**src/rtl/i2c_arbiter.sv**
```systemverilog
// Round-robin arbiter that lets N_REQ requesters share one I2C byte-write/random-read master.
// Requests are latched on grant; the master is watched for done/error edges or a run timeout.
module i2c_arbiter #(
  parameter int unsigned N_REQ          = 4,
  parameter int unsigned TIMEOUT_CYCLES = 200000,
  parameter int unsigned GAP_CYCLES     = 4
) (
  input  logic               clk,
  input  logic               reset,
  input  logic [N_REQ-1:0]   req_valid,
  input  logic [N_REQ-1:0]   req_rw,
  input  logic [8*N_REQ-1:0] req_dev_addr,
  input  logic [8*N_REQ-1:0] req_word_addr,
  input  logic [8*N_REQ-1:0] req_wdata,
  output logic [N_REQ-1:0]   req_ready,
  output logic [N_REQ-1:0]   rsp_valid,
  output logic               rsp_error,
  output logic [7:0]         rsp_rdata,
  output logic [7:0]         i2c_device_address,
  output logic [7:0]         i2c_word_address,
  output logic [7:0]         i2c_data_write,
  output logic [7:0]         i2c_in_signals,
  input  logic [7:0]         i2c_out_signals,
  input  logic [7:0]         i2c_data_read,
  output logic               busy,
  output logic [2:0]         grant_id
);

  localparam int unsigned CntMax = (TIMEOUT_CYCLES > GAP_CYCLES) ? TIMEOUT_CYCLES : GAP_CYCLES;
  localparam int unsigned CntW   = $clog2(CntMax + 1);
  localparam logic [CntW-1:0] TimeoutLast = CntW'(TIMEOUT_CYCLES - 1);
  localparam logic [CntW-1:0] GapLast     = CntW'(GAP_CYCLES - 1);
  localparam logic [2:0]      LastId      = 3'(N_REQ - 1);
  localparam logic [N_REQ-1:0] OneHot0    = {{(N_REQ-1){1'b0}}, 1'b1};

  typedef enum logic [2:0] {StIdle, StGrant, StRun, StResp, StGap} state_e;

  state_e          state;
  logic [CntW-1:0] cnt;
  logic [1:0]      out_prev;
  logic            rw_q;

  logic            any_req;
  logic [2:0]      winner;
  int unsigned     rr_idx;
  logic [N_REQ-1:0] valid_sh;
  logic [N_REQ-1:0] rw_sh;
  logic            sel_rw;
  logic [7:0]      sel_dev;
  logic [7:0]      sel_word;
  logic [7:0]      sel_wdata;
  logic            done_rise;
  logic            err_rise;
  logic            unused_out;

  assign busy       = (state != StIdle);
  assign done_rise  = i2c_out_signals[0] & ~out_prev[0];
  assign err_rise   = i2c_out_signals[1] & ~out_prev[1];
  assign unused_out = ^i2c_out_signals[7:2];

  // Scan from furthest to nearest so the nearest valid requester after grant_id wins.
  always_comb begin
    any_req  = |req_valid;
    winner   = grant_id;
    rr_idx   = 0;
    valid_sh = '0;
    for (int unsigned k = N_REQ; k >= 1; k--) begin
      rr_idx   = (32'(grant_id) + k) % N_REQ;
      valid_sh = req_valid >> rr_idx;
      if (valid_sh[0]) winner = 3'(rr_idx);
    end
    rw_sh     = req_rw >> winner;
    sel_rw    = rw_sh[0];
    sel_dev   = 8'(req_dev_addr >> (32'(winner) * 8));
    sel_word  = 8'(req_word_addr >> (32'(winner) * 8));
    sel_wdata = 8'(req_wdata >> (32'(winner) * 8));
  end

  always_ff @(posedge clk or posedge reset) begin
    if (reset) begin
      state              <= StIdle;
      cnt                <= '0;
      out_prev           <= '0;
      rw_q               <= 1'b0;
      grant_id           <= LastId;
      req_ready          <= '0;
      rsp_valid          <= '0;
      rsp_error          <= 1'b0;
      rsp_rdata          <= '0;
      i2c_device_address <= '0;
      i2c_word_address   <= '0;
      i2c_data_write     <= '0;
      i2c_in_signals     <= '0;
    end else begin
      out_prev  <= i2c_out_signals[1:0];
      req_ready <= '0;
      rsp_valid <= '0;
      unique case (state)
        StIdle: begin
          if (any_req) begin
            state              <= StGrant;
            grant_id           <= winner;
            rw_q               <= sel_rw;
            i2c_device_address <= sel_dev;
            i2c_word_address   <= sel_word;
            i2c_data_write     <= sel_wdata;
            req_ready          <= OneHot0 << winner;
          end
        end
        StGrant: begin
          state          <= StRun;
          cnt            <= '0;
          i2c_in_signals <= {6'b0, rw_q, 1'b1};
        end
        StRun: begin
          if (err_rise || done_rise) begin
            state          <= StResp;
            rsp_valid      <= OneHot0 << grant_id;
            rsp_error      <= err_rise;
            rsp_rdata      <= (rw_q && !err_rise) ? i2c_data_read : 8'h00;
            i2c_in_signals <= '0;
          end else if (cnt == TimeoutLast) begin
            // Abort: one-cycle reset pulse to the master overlaps the response cycle.
            state          <= StResp;
            rsp_valid      <= OneHot0 << grant_id;
            rsp_error      <= 1'b1;
            rsp_rdata      <= 8'h00;
            i2c_in_signals <= 8'h04;
          end else begin
            cnt <= cnt + 1'b1;
          end
        end
        StResp: begin
          state          <= StGap;
          cnt            <= '0;
          i2c_in_signals <= '0;
        end
        StGap: begin
          if (cnt == GapLast) state <= StIdle;
          else cnt <= cnt + 1'b1;
        end
        default: state <= StIdle;
      endcase
    end
  end

endmodule

```
**config.mk**
```make
export PLATFORM = sky130hd
export DESIGN_NAME = i2c_arbiter
export DESIGN_NICKNAME = d
export VERILOG_FILES = /design/src/rtl/i2c_arbiter.sv
export SDC_FILE = /design/constraint.sdc
export NUM_CORES = 1
export LEC_CHECK = 0
export BUFFER_PORTS_ARGS = -buffer_cell sky130_fd_sc_hd__buf_2
export CAP_MARGIN = 20
export CORE_MARGIN = 5
export CORE_UTILIZATION = 50
export CTS_BUF_LIST = sky130_fd_sc_hd__clkbuf_2
export DETAILED_ROUTE_END_ITERATION = 7
export PLACE_DENSITY_LB_ADDON = 0.2
export SLEW_MARGIN = 5
export SYNTH_ARGS = -nofsm -noshare
export SYNTH_HDL_FRONTEND = slang
export SYNTH_SLANG_ARGS = --single-unit
export TNS_END_PERCENT = 30
```
**constraint.sdc**
```tcl
create_clock -name clk -period 3.64 [get_ports clk]
set_clock_uncertainty 0.2 [all_clocks]
set_input_delay 0.728 -clock clk [delete_from_list [all_inputs] [get_ports clk]]
set_output_delay 0.728 -clock clk [all_outputs]
set_load 0.02 [all_outputs]
```
# Yosys cells after proc, flatten, opt, wreduce, memory -nomap -nowiden
# Index checks and enable logic that the tools add are counted.
dict set report word_totals {
  reg_bits 76
  in_bits 122
  wordCells 85
}
dict set report op_classes {
  add_sub_neg 5
  n_eq_ne 12
  shift 10
  mux 26
  bitwise_logic 4
  reduce_logical 15
}
# op n
set op_table {}
lappend op_table {{$shr A32 B6 Y8} 3}
lappend op_table {{$mux W18} 3}
lappend op_table {{$pmux W18 S3} 1}
lappend op_table {{$mux W8} 5}
lappend op_table {{$mux W3} 8}
lappend op_table {{$pmux W8 S3} 1}
lappend op_table {{$mux W4} 5}
lappend op_table {{$add A18 B1 Y18 const B} 1}
lappend op_table {{$eq A18 B18 Y1 const B} 1}
lappend op_table {{$eq A18 B2 Y1 const B} 1}
lappend op_table {{$shr A4 B2 Y1} 4}
lappend op_table {{$pmux W3 S5} 1}
lappend op_table {{$ne A2 B2 Y1 const B} 5}
lappend op_table {{$reduce_bool A3 Y1} 3}
lappend op_table {{$shl A1 B3 Y4 const A} 2}
lappend op_table {{$eq A3 B2 Y1 const B} 2}
lappend op_table {{$reduce_and A2 Y1} 3}
lappend op_table {{$add A2 B1 Y2 const B} 2}
lappend op_table {{$add A2 B2 Y2 const B} 2}
lappend op_table {{$reduce_and A4 Y1} 1}
lappend op_table {{$reduce_or A4 Y1} 1}
lappend op_table {{$shr A4 B3 Y1} 1}
lappend op_table {{$eq A3 B1 Y1 const B} 1}
lappend op_table {{$eq A3 B3 Y1 const B} 1}
lappend op_table {{11 further kinds} 14}

# Logic depth before layout (Yosys ltp)
# Gate-level depths: netlist (run 1).
dict set report logic_depth {
  word_depth 9
  depth_mapped 9
  depth_no_buf 7
}

# Worst setup path before layout (run 1)
# OpenSTA, ideal clock, no wires.
dict set report synth_path {
  path_kind {register to register}
  startpoint {register grant_id[0]}
  endpoint {register i2c_data_write[7]}
  setup_ps 132
  t_arrival_ps 2347
  required_time_ps 3308
  slack_ps 961
  stages_incl_launch_ff 9
  path_buffers 2
  period_less_slack_ps 2679
  cell_sequence {dfstp_2 > inv_1 > ha_1 > or4_1 > o211ai_2 > buf_6 > buf_6 > mux2i_1 > o221ai_2}
}
dict set report synth_via {
  elab_chain_len 7
}
# element line
set synth_lines {}
lappend synth_lines {{from (decl)} 26} ;# output logic [2:0] grant_id
lappend synth_lines {{from (signal assigned)} 85} ;# grant_id <= LastId;
lappend synth_lines {{from (signal assigned)} 102} ;# grant_id <= winner;
lappend synth_lines {{$add A2 B1 Y2} 68} ;# rr_idx = (32'(grant_id) + k) % N_REQ;
lappend synth_lines {{$shr A4 B2 Y1} 69} ;# valid_sh = req_valid >> rr_idx;
lappend synth_lines {{$mux W3 (3 in series)} 70} ;# if (valid_sh[0]) winner = 3'(rr_idx);
lappend synth_lines {{$mux W3 (*)} 70}
lappend synth_lines {{$shr A32 B6 Y8 (*)} 76} ;# sel_wdata = 8'(req_wdata >> (32'(winner) * 8));
lappend synth_lines {{to (signal assigned)} 106} ;# i2c_data_write <= sel_wdata;
lappend synth_lines {{to (decl)} 21} ;# output logic [7:0] i2c_data_write,
# Mark *: on every way between the ends. The rest lies on a longest branch, timed or not.
# A chain may end at the register's enable or synchronous reset.

# Worst setup path in the final report (run 1)
dict set report layout_path {
  startpoint {register grant_id[0]}
  endpoint {register i2c_word_address[0]}
}
dict set report layout_via {
  elab_chain_len 7
}
# element line
set layout_lines {}
lappend layout_lines {{$add A2 B1 Y2} 68}
lappend layout_lines {{$shr A4 B2 Y1} 69}
lappend layout_lines {{$mux W3 (3 in series)} 70}
lappend layout_lines {{$mux W3 (*)} 70}
lappend layout_lines {{$shr A32 B6 Y8 (*)} 75} ;# sel_word = 8'(req_word_addr >> (32'(winner) * 8));
lappend layout_lines {{to (signal assigned)} 105} ;# i2c_word_address <= sel_word;
lappend layout_lines {{to (decl)} 20} ;# output logic [7:0] i2c_word_address,
# Marks and branches as above.

==> results of run 1 <==
==> registers in the layout (all words and copies together), names as in the netlist, 4 cells and up <==
| signal | cells |
|---|---|
| cnt | 18 |
| i2c_data_write | 8 |
| i2c_device_address | 8 |
| i2c_word_address | 8 |
| req_ready | 4 |
| rsp_rdata | 8 |
| rsp_valid | 4 |
==> metrics by stage <==
stage	cell area [um2]	power [mW]
2_1_floorplan	4100	3.04
3_3_place_gp	4900	3.45
3_5_place_dp	4900	3.52
4_1_cts	5020	3.97
5_1_grt	5020	4.24
6_report	5020	3.94
==> worst register-to-register path: cells and delay by family, from the launching register on <==
family | cells | cell delay, ns
and+or+nand+nor | 1 | 0.15
muxes | 1 | 0.27
buffers and inverters | 2 | 0.51
DFF | 1 | 0.68
adders and majority gates | 1 | 0.42
AOI/OAI and AO/OA | 3 | 0.83
==> final timing paths <==
path                                    startpoint                         endpoint  slack [ns]  cells past startpoint
min in group clk                i2c_out_signals[0]            out_prev[0]$_DFF_PP0_        0.12                      1
max                        grant_id[0]$_DFFE_PP1P_  i2c_word_address[0]$_DFFE_PP0P_        0.48                      8
min reg2reg                  rsp_error$_DFFE_PP0P_            rsp_error$_DFFE_PP0P_        0.31                      1
min                                          reset         rsp_rdata[6]$_DFFE_PP0P_        0.09                      2
max reg2reg                grant_id[0]$_DFFE_PP1P_  i2c_word_address[0]$_DFFE_PP0P_        0.48                      8
max in group asynchronous                    reset          grant_id[0]$_DFFE_PP1P_        2.36                      3
==> layer usage <==
| layer | track usage, % | share of wire [%] |
|---|---|---|
| met5 | 0 | 0.13 |
| met4 | 6.22 | 1.1 |
| met3 | 5.28 | 7.0 |
| met2 | 34.1 | 49 |
| met1 | 28.1 | 43 |
==> area by class of cell <==
class / instances / area (um2)
timing repair buffer: 171 / 876
sequential: 71 / 1780
fill: 715 / 3070
clock inverter: 7 / 72.6
multi-input combinational: 289 / 2080
tap: 105 / 131
clock buffer: 9 / 45.0
inverter: 10 / 37.5
==> logic make-up after synthesis <==
family | after synthesis | share of synthesized area [%]
and+or+nand+nor | 133 | 17.3
AOI/OAI and AO/OA | 85 | 16.3
DFF | 71 | 43.5
muxes | 60 | 14.7
buffers and inverters | 38 | 6.31
adders and majority gates | 5 | 1.53
other | 1 | 0.0918
xor gates and xnor gates | 1 | 0.214
==> where the power goes <==
group | switching, mW | internal [mW]
combinational | 1.35 | 0.893
sequential | 0.189 | 1.06
clock | 0.289 | 0.159
==> placed cells by master (no fill, tap or decap), types with 3 or more instances in the layout <==
cell,netlist,layout
and2_1,8,8
buf_4,7,8
inv_1,9,8
o221ai_1,23,23
a22o_1,8,8
nor3_1,5,5
nand2_1,43,43
or3_1,3,3
o31ai_1,9,9
ha_1,5,5
o22ai_1,3,3
nor2_1,18,18
o21ai_1,5,5
nand3_1,9,9
or4_1,8,8
conb_1,1,5
nor4b_1,3,3
nand4_1,5,5
buf_2,5,163
mux2i_1,59,59
clkbuf_2,0,9
dfrtp_1,69,69
nor4_1,5,5
nand2b_1,10,10
a21oi_1,10,10
o21a_1,4,4
nor2b_1,3,3
o21ai_0,5,5
==> impl_metrics.tcl, run 1 <==
set metrics [dict create \
    grt_util_all_layers_pct 21.1 \
    yosys.area.top_type_share_pct 42.3 \
    cts_resized 0 \
    synth_area_um2 4090 \
    max_slew_margin_pct 39.7 \
    dp_cells 646 \
    layout.nets 679 \
    viasPerCell 5.56 \
    dr_total_vias 3678 \
    yosys.area.top_type "dfrtp_1" \
    setup_violations 0 \
    cts.sinks 71 \
    async_flop_share_pct 100 \
    die_x_um 100 \
    p_leak_nw 2.53 \
    path_max_fanout 15 \
    critPathMaxStageDelay_ns 0.68 \
    overflow 0 \
    worstSkewPairLatency_ns 0.50 \
    detail_route.iter0.violations 170 \
    post-place-ws_ns 0.489 \
    hold_class "in2async" \
    ys_types 59 \
    place.gp.congestion 0.803 \
    crit_type "reg2reg" \
    clkTransAtPathRegs_ns 0.22 \
    postRouteWirelength_um 10400 \
    first_global_vias 3734 \
    cts-hold-fix-buffers 0 \
    start_util_pct 50.5 \
    post_cts_buffers 0 \
    antennaDiodeCount 0 \
    final_cells 662 \
    antenna_found_initial 1 \
    post-route-util_pct 62.0 \
    yosysSeqAreaShare_pct 43.5 \
    ant_nets 0 \
    port_buffers 163 \
    cts_tree "built" \
    synth_area_per_cell_um2 10.4 \
    worst-path-buf-inv 2 \
    dp_hpwl_um 7940 \
    syn_inst 394 \
    maxCapViolCount 0 \
    drtPass1Iterations 4 \
    peakVddDrop_uv 439 \
    numCtsBuffers 9 \
    synth_edf_count 0 \
    drc 0 \
    synth_top_flop_cell "dfrtp_1" \
    synth_area_leaders "dfrtp_1 (42%), mux2i_1 (14%), o221ai_1 (4.9%)" \
    cp.arrival_ns 3.34 \
    synth_common_cells "dfrtp_1 (69), mux2i_1 (59), nand2_1 (43)" \
    crit_family "compound AO/OA/AOI/OAI gates" \
    hold_viol 0 \
    grt_max_degree 35 \
    setup.worst_path.end_class "register" \
    io_pins 175 \
    h-tree-depth 3 \
    fmax_mhz 317 \
    whs_ns 0.0901 \
    drive_above_1_share_pct 37.2 \
    finalCritPeriodShare_pct 86.8 \
    worst_setup_path_start_kind "register" \
    path_cells "inv_1 -> ha_1 -> or2_2 -> o22ai_1 -> o211ai_4 -> buf_4 -> mux2i_1 -> o221ai_1" \
    dieArea_um2 10100 \
    die_h_um 100 \
    wl_per_cell_um 15.7 \
    root_buffer "clkbuf_2" \
    cts_buffer_depth 2 \
    worstMarginPinSlew_ns 0.903 \
    powerDensity_nw_per_um2 784 \
    drv_slew 0 \
    synth_warnings 0 \
    area_growth_pct 22.8 \
    grt_first_pass_wirelength_um 17400 \
    fin_tns_setup_ns 0 \
    coreArea_um2 8090 \
    ys_ff_latch 71 \
    period_needed_ns 3.16 \
    rsz0062_at_grt "no" \
    synth.most_common_cell "dfrtp_1" \
    fin_ws_ns 0.481 \
    cp_data_required_time_ns 3.83 \
    slowest_stage "dfstp_2" \
    row_count 33 \
    status "complete, no violations" \
]
(Power assumes the default switching activity.)
==> run 2, diff against run 1 <==
clock period = 3.2 ns   (was 3.64 ns; I/O delays follow)
==> impl_metrics.tcl, run 2 (synthesized netlist as in run 1, its figures left out) <==
set metrics [dict create \
    cts-hold-fix-buffers 1 \
    r2r_end "i2c_word_address[0]$_DFFE_PP0P_" \
    area_growth_pct 24.5 \
    hold_class "in2reg" \
    design_area_um2 5090 \
    maxCapViolCount 0 \
    combPwrFrac_pct 56.9 \
    power.switching_mw 2.09 \
    start_util_pct 50.5 \
    die_x_um 100 \
    peakVddDrop_uv 527 \
    place.gp.congestion 0.803 \
    p_leak_nw 2.57 \
    r2r_cells 7 \
    cp-endpoint "i2c_word_address[0]$_DFFE_PP0P_" \
    max_slew_margin_pct 40.4 \
    crit_family "flip-flops" \
    worst_setup_path_start_kind "register" \
    seqPwrFrac_pct 30.4 \
    p_int_mw 2.52 \
    largest_register_ffs 18 \
    crit_type "reg2reg" \
    critPathMaxStageDelay_ns 0.67 \
    cp.depth 7 \
    grt_util_all_layers_pct 21.2 \
    fin_tns_setup_ns 0 \
    wl_per_cell_um 15.3 \
    grt_max_degree 47 \
    grt_first_pass_wirelength_um 17400 \
    fin_ws_ns 0.258 \
    port_buffers 163 \
    overflow 0 \
    fillers 725 \
    cts.sinks 71 \
    final_cell_mix "buf_2 (163), dfrtp_1 (69), mux2i_1 (59)" \
    cp_data_required_time_ns 3.41 \
    root_buffer "clkbuf_2" \
    h-tree-depth 3 \
    detail_route.iter0.violations 157 \
    netSwitchingFraction_pct 45.3 \
    path_cells "inv_1 -> ha_1 -> or4_1 -> o211ai_4 -> buf_4 -> mux2i_1 -> o221ai_1" \
    rrSetupSlack_ns 0.26 \
    status "complete, no violations" \
    cts_resized 0 \
    fmax_mhz 340 \
    dp_hpwl_um 7780 \
    dr_total_vias 3643 \
    worst-path-buf-inv 2 \
    layout.nets 683 \
    rsz0062_at_grt "no" \
    cp.arrival_ns 3.15 \
    row_count 33 \
    p_clk_share_pct 12.8 \
    drc 0 \
    post_cts_buffers 0 \
    powerDensity_nw_per_um2 905 \
    critPathLaunch "grant_id[1]$_DFFE_PP1P_" \
    placed_cell_area_um2 4940 \
    ant_nets 0 \
    finalCritPeriodShare_pct 91.9 \
    first_global_vias 3726 \
    coreArea_um2 8090 \
    drv_slew 0 \
    cts_tree "built" \
    setup_violations 0 \
    power_mw 4.61 \
    dieArea_um2 10100 \
    drtPass1Iterations 4 \
    r2r_start "grant_id[1]$_DFFE_PP1P_" \
    regMostFlops "cnt" \
    die_h_um 100 \
    antenna_found_initial 0 \
    clkTransAtPathRegs_ns 0.21 \
    post-place-ws_ns 0.266 \
    path_max_fanout 12 \
    cts_buffer_depth 2 \
    drive_above_1_share_pct 37.4 \
    numCtsBuffers 9 \
    hold_viol 0 \
    worstMarginPinSlew_ns 0.892 \
    viasPerCell 5.47 \
    worstSkewPairLatency_ns 0.52 \
    postRouteWirelength_um 10200 \
    slowest_stage "dfstp_2" \
    period_needed_ns 2.94 \
    setup.worst_path.end_class "register" \
    io_pins 175 \
    antennaDiodeCount 0 \
    final_common_cell "buf_2" \
]
[run 2: changes by cell type in the layout (fill, tap and decap cells not counted), sizes merged]
cell	change
dlygate4sd3	+1
bufinv	+1
inv	-1
buf	+3
[run 2: cell type report]
type	count	area, um2	area share (%)
Clock buffer	9	45.0	0.885
Tap cell	105	131	2.58
Timing Repair Buffer	175	921	18.1
Inverter	10	37.5	0.738
Clock inverter	7	97.6	1.92
Sequential cell	71	1780	35.0
Multi-Input combinational cell	289	2080	40.8
[run 2: power groups by stage]
stage	clock network, mW	registers [mW]	logic (mW)
6_report	0.587	1.40	2.62
5_1_grt	0.640	1.45	2.88
4_1_cts	0.606	1.40	2.65
3_5_place_dp	0	1.41	2.64
3_3_place_gp	0	1.41	2.58
2_1_floorplan	0	1.68	1.78
[run 2: worst reg2reg max path, delay by kind of cell, from the launching register on]
kind,cells,cell delay [ns]
mux,1,0.25
compound gates,2,0.35
fa+ha+maj,1,0.38
buf+inv,2,0.43
flops,1,0.67
simple gates,1,0.55
[run 2: per-layer routing]
layer / up-vias / global-route usage (%) / part of all wire [%]
li1: 1786 / - / -
met1: 1706 / 28.7 / 43
met3: 16 / 4.24 / 7.6
met4: 0 / 7.77 / 1.9
met2: 135 / 33.7 / 48
met5: - / 0 / 0
[run 2: worst min-delay path by stage]
stage	end	from	slack, ns	cells after the start
6_report	out_prev[0]$_DFF_PP0_	i2c_out_signals[0]	0.04	1
5_1_grt	out_prev[0]$_DFF_PP0_	i2c_out_signals[0]	0.01	1
4_1_cts	out_prev[0]$_DFF_PP0_	i2c_out_signals[0]	0.003	1
3_5_place_dp	i2c_word_address[0]$_DFFE_PP0P_	i2c_word_address[0]$_DFFE_PP0P_	0.27	2
3_3_place_gp	i2c_word_address[2]$_DFFE_PP0P_	i2c_word_address[2]$_DFFE_PP0P_	0.27	2
2_1_floorplan	rw_q$_DFFE_PP0P_	rw_q$_DFFE_PP0P_	0.26	2
[run 2: metrics by stage]
stage / util [%] / cells / hold WS (ns)
after floorplan: - / 398 / 0.258
after global placement: 61.0 / 649 / 0.269
after detailed placement: 61.0 / 649 / 0.267
after CTS: 62.9 / 666 / 0.00324
after global routing: 62.9 / 666 / 0.0130
final: 62.9 / 666 / 0.0391
==> run 3, diff against run 2 <==
RECOVER_POWER = 50   (was not set)
==> impl_metrics.tcl, run 3 (synthesized netlist as in run 1, its figures left out) <==
set metrics [dict create \
    final_common_cell "buf_2" \
    final_cell_mix "buf_2 (142), dfrtp_1 (69), mux2i_1 (59)" \
    crit_family "flip-flops" \
    largest_register_ffs 18 \
    worstMarginPinSlew_ns 1.11 \
    cts.sinks 71 \
    die_x_um 100 \
    maxCapViolCount 0 \
    placed_cell_area_um2 4940 \
    crit_type "reg2reg" \
    powerDensity_nw_per_um2 906 \
    p_leak_nw 2.49 \
    path_max_fanout 12 \
    dr_total_vias 3625 \
    finalCritPeriodShare_pct 92.0 \
    postRouteWirelength_um 10200 \
    worst-path-buf-inv 2 \
    hold_viol 0 \
    design_area_um2 5050 \
    clkTransAtPathRegs_ns 0.22 \
    die_h_um 100 \
    critPathMaxStageDelay_ns 0.67 \
    antenna_found_initial 0 \
    cts_resized 0 \
    area_growth_pct 23.5 \
    io_pins 175 \
    r2r_start "grant_id[1]$_DFFE_PP1P_" \
    antennaDiodeCount 0 \
    worstSkewPairLatency_ns 0.52 \
    drive_above_1_share_pct 33.5 \
    fin_ws_ns 0.257 \
    grt_util_all_layers_pct 21.2 \
    cts_buffer_depth 2 \
    critPathLaunch "grant_id[1]$_DFFE_PP1P_" \
    wl_per_cell_um 15.3 \
    cp.arrival_ns 3.15 \
    rsz0062_at_grt "no" \
    fin_tns_setup_ns 0 \
    status "complete, no violations" \
    fmax_mhz 340 \
    fillers 736 \
    peakVddDrop_uv 522 \
    row_count 33 \
    port_buffers 163 \
    dieArea_um2 10100 \
    h-tree-depth 3 \
    dp_hpwl_um 7780 \
    period_needed_ns 2.94 \
    max_slew_margin_pct 25.9 \
    power_mw 4.57 \
    slowest_stage "dfstp_2" \
    grt_first_pass_wirelength_um 17400 \
    coreArea_um2 8090 \
    layout.nets 683 \
    regMostFlops "cnt" \
    cts_tree "built" \
    overflow 0 \
    post-place-ws_ns 0.266 \
    hold_class "in2reg" \
    setup.worst_path.end_class "register" \
    post-route-util_pct 62.4 \
    hp-start "i2c_out_signals[0]" \
    worst_setup_path_start_kind "register" \
    numCtsBuffers 9 \
    drv_slew 0 \
    first_global_vias 3726 \
    viasPerCell 5.44 \
    path_cells "inv_1 -> ha_1 -> or4_1 -> o211ai_4 -> buf_4 -> mux2i_1 -> o221ai_1" \
    cp_data_required_time_ns 3.41 \
    grt_max_degree 47 \
    detail_route.iter0.violations 174 \
    post_cts_buffers 0 \
    ant_nets 0 \
    place.gp.congestion 0.803 \
    drtPass1Iterations 4 \
    root_buffer "clkbuf_2" \
    drc 0 \
    start_util_pct 50.5 \
    setup_violations 0 \
]
## run 3: area by class of cell
cell class / count / area [um2] / area share (%)
repair buffers: 175 / 880 / 17.4
flip-flops and latches: 71 / 1780 / 35.3
inverters: 10 / 37.5 / 0.744
clock buffers: 9 / 45.0 / 0.892
multi-input cells: 289 / 2080 / 41.2
well taps: 105 / 131 / 2.60
clock inverters: 7 / 97.6 / 1.93
## run 3: what timing repair did
item	in CTS	in global routing
endpoints found under the setup margin	0	0
hold endpoints to repair	25	0
hold buffers	1	0
## run 3: power breakdown
part | switching (mW) | internal [mW] | total, mW
combinational | 1.56 | 1.03 | 2.58
clock | 0.332 | 0.259 | 0.591
sequential | 0.202 | 1.20 | 1.40
total | 2.09 | 2.49 | 4.57
## run 3: layer usage
metal,up-vias,wire length [um],global-route usage [%]
li1,1784,-,-
met1,1698,4410,28.7
met2,132,4890,33.7
met3,11,772,4.24
met4,0,127,7.77
met5,-,0,0
## run 3: worst register-to-register path: stages, from the launching register on
cell,delay [ns]
dfstp_2,0.67
inv_1,0.11
ha_1,0.38
or4_1,0.55
o211ai_4,0.22
buf_4,0.32
mux2i_1,0.26
o221ai_1,0.13
## run 3: per-stage QoR
step / hold slack, ns / std cells
2_1_floorplan: 0.258 / 398
5_1_grt: 0.00765 / 666
3_3_place_gp: 0.269 / 649
6_report: 0.0343 / 666
3_5_place_dp: 0.267 / 649
4_1_cts: 0.00324 / 666
## run 3: worst paths after layout
kind / end / slack [ns] / cells past startpoint
max in group asynchronous: cnt[13]$_DFFE_PP0P_ / 0.54 / 4
min in group asynchronous: rsp_rdata[6]$_DFFE_PP0P_ / 0.63 / 3
min: out_prev[0]$_DFF_PP0_ / 0.03 / 1
max reg2reg: i2c_word_address[0]$_DFFE_PP0P_ / 0.26 / 7
max: i2c_word_address[0]$_DFFE_PP0P_ / 0.26 / 7
min reg2reg: i2c_word_address[0]$_DFFE_PP0P_ / 0.31 / 2
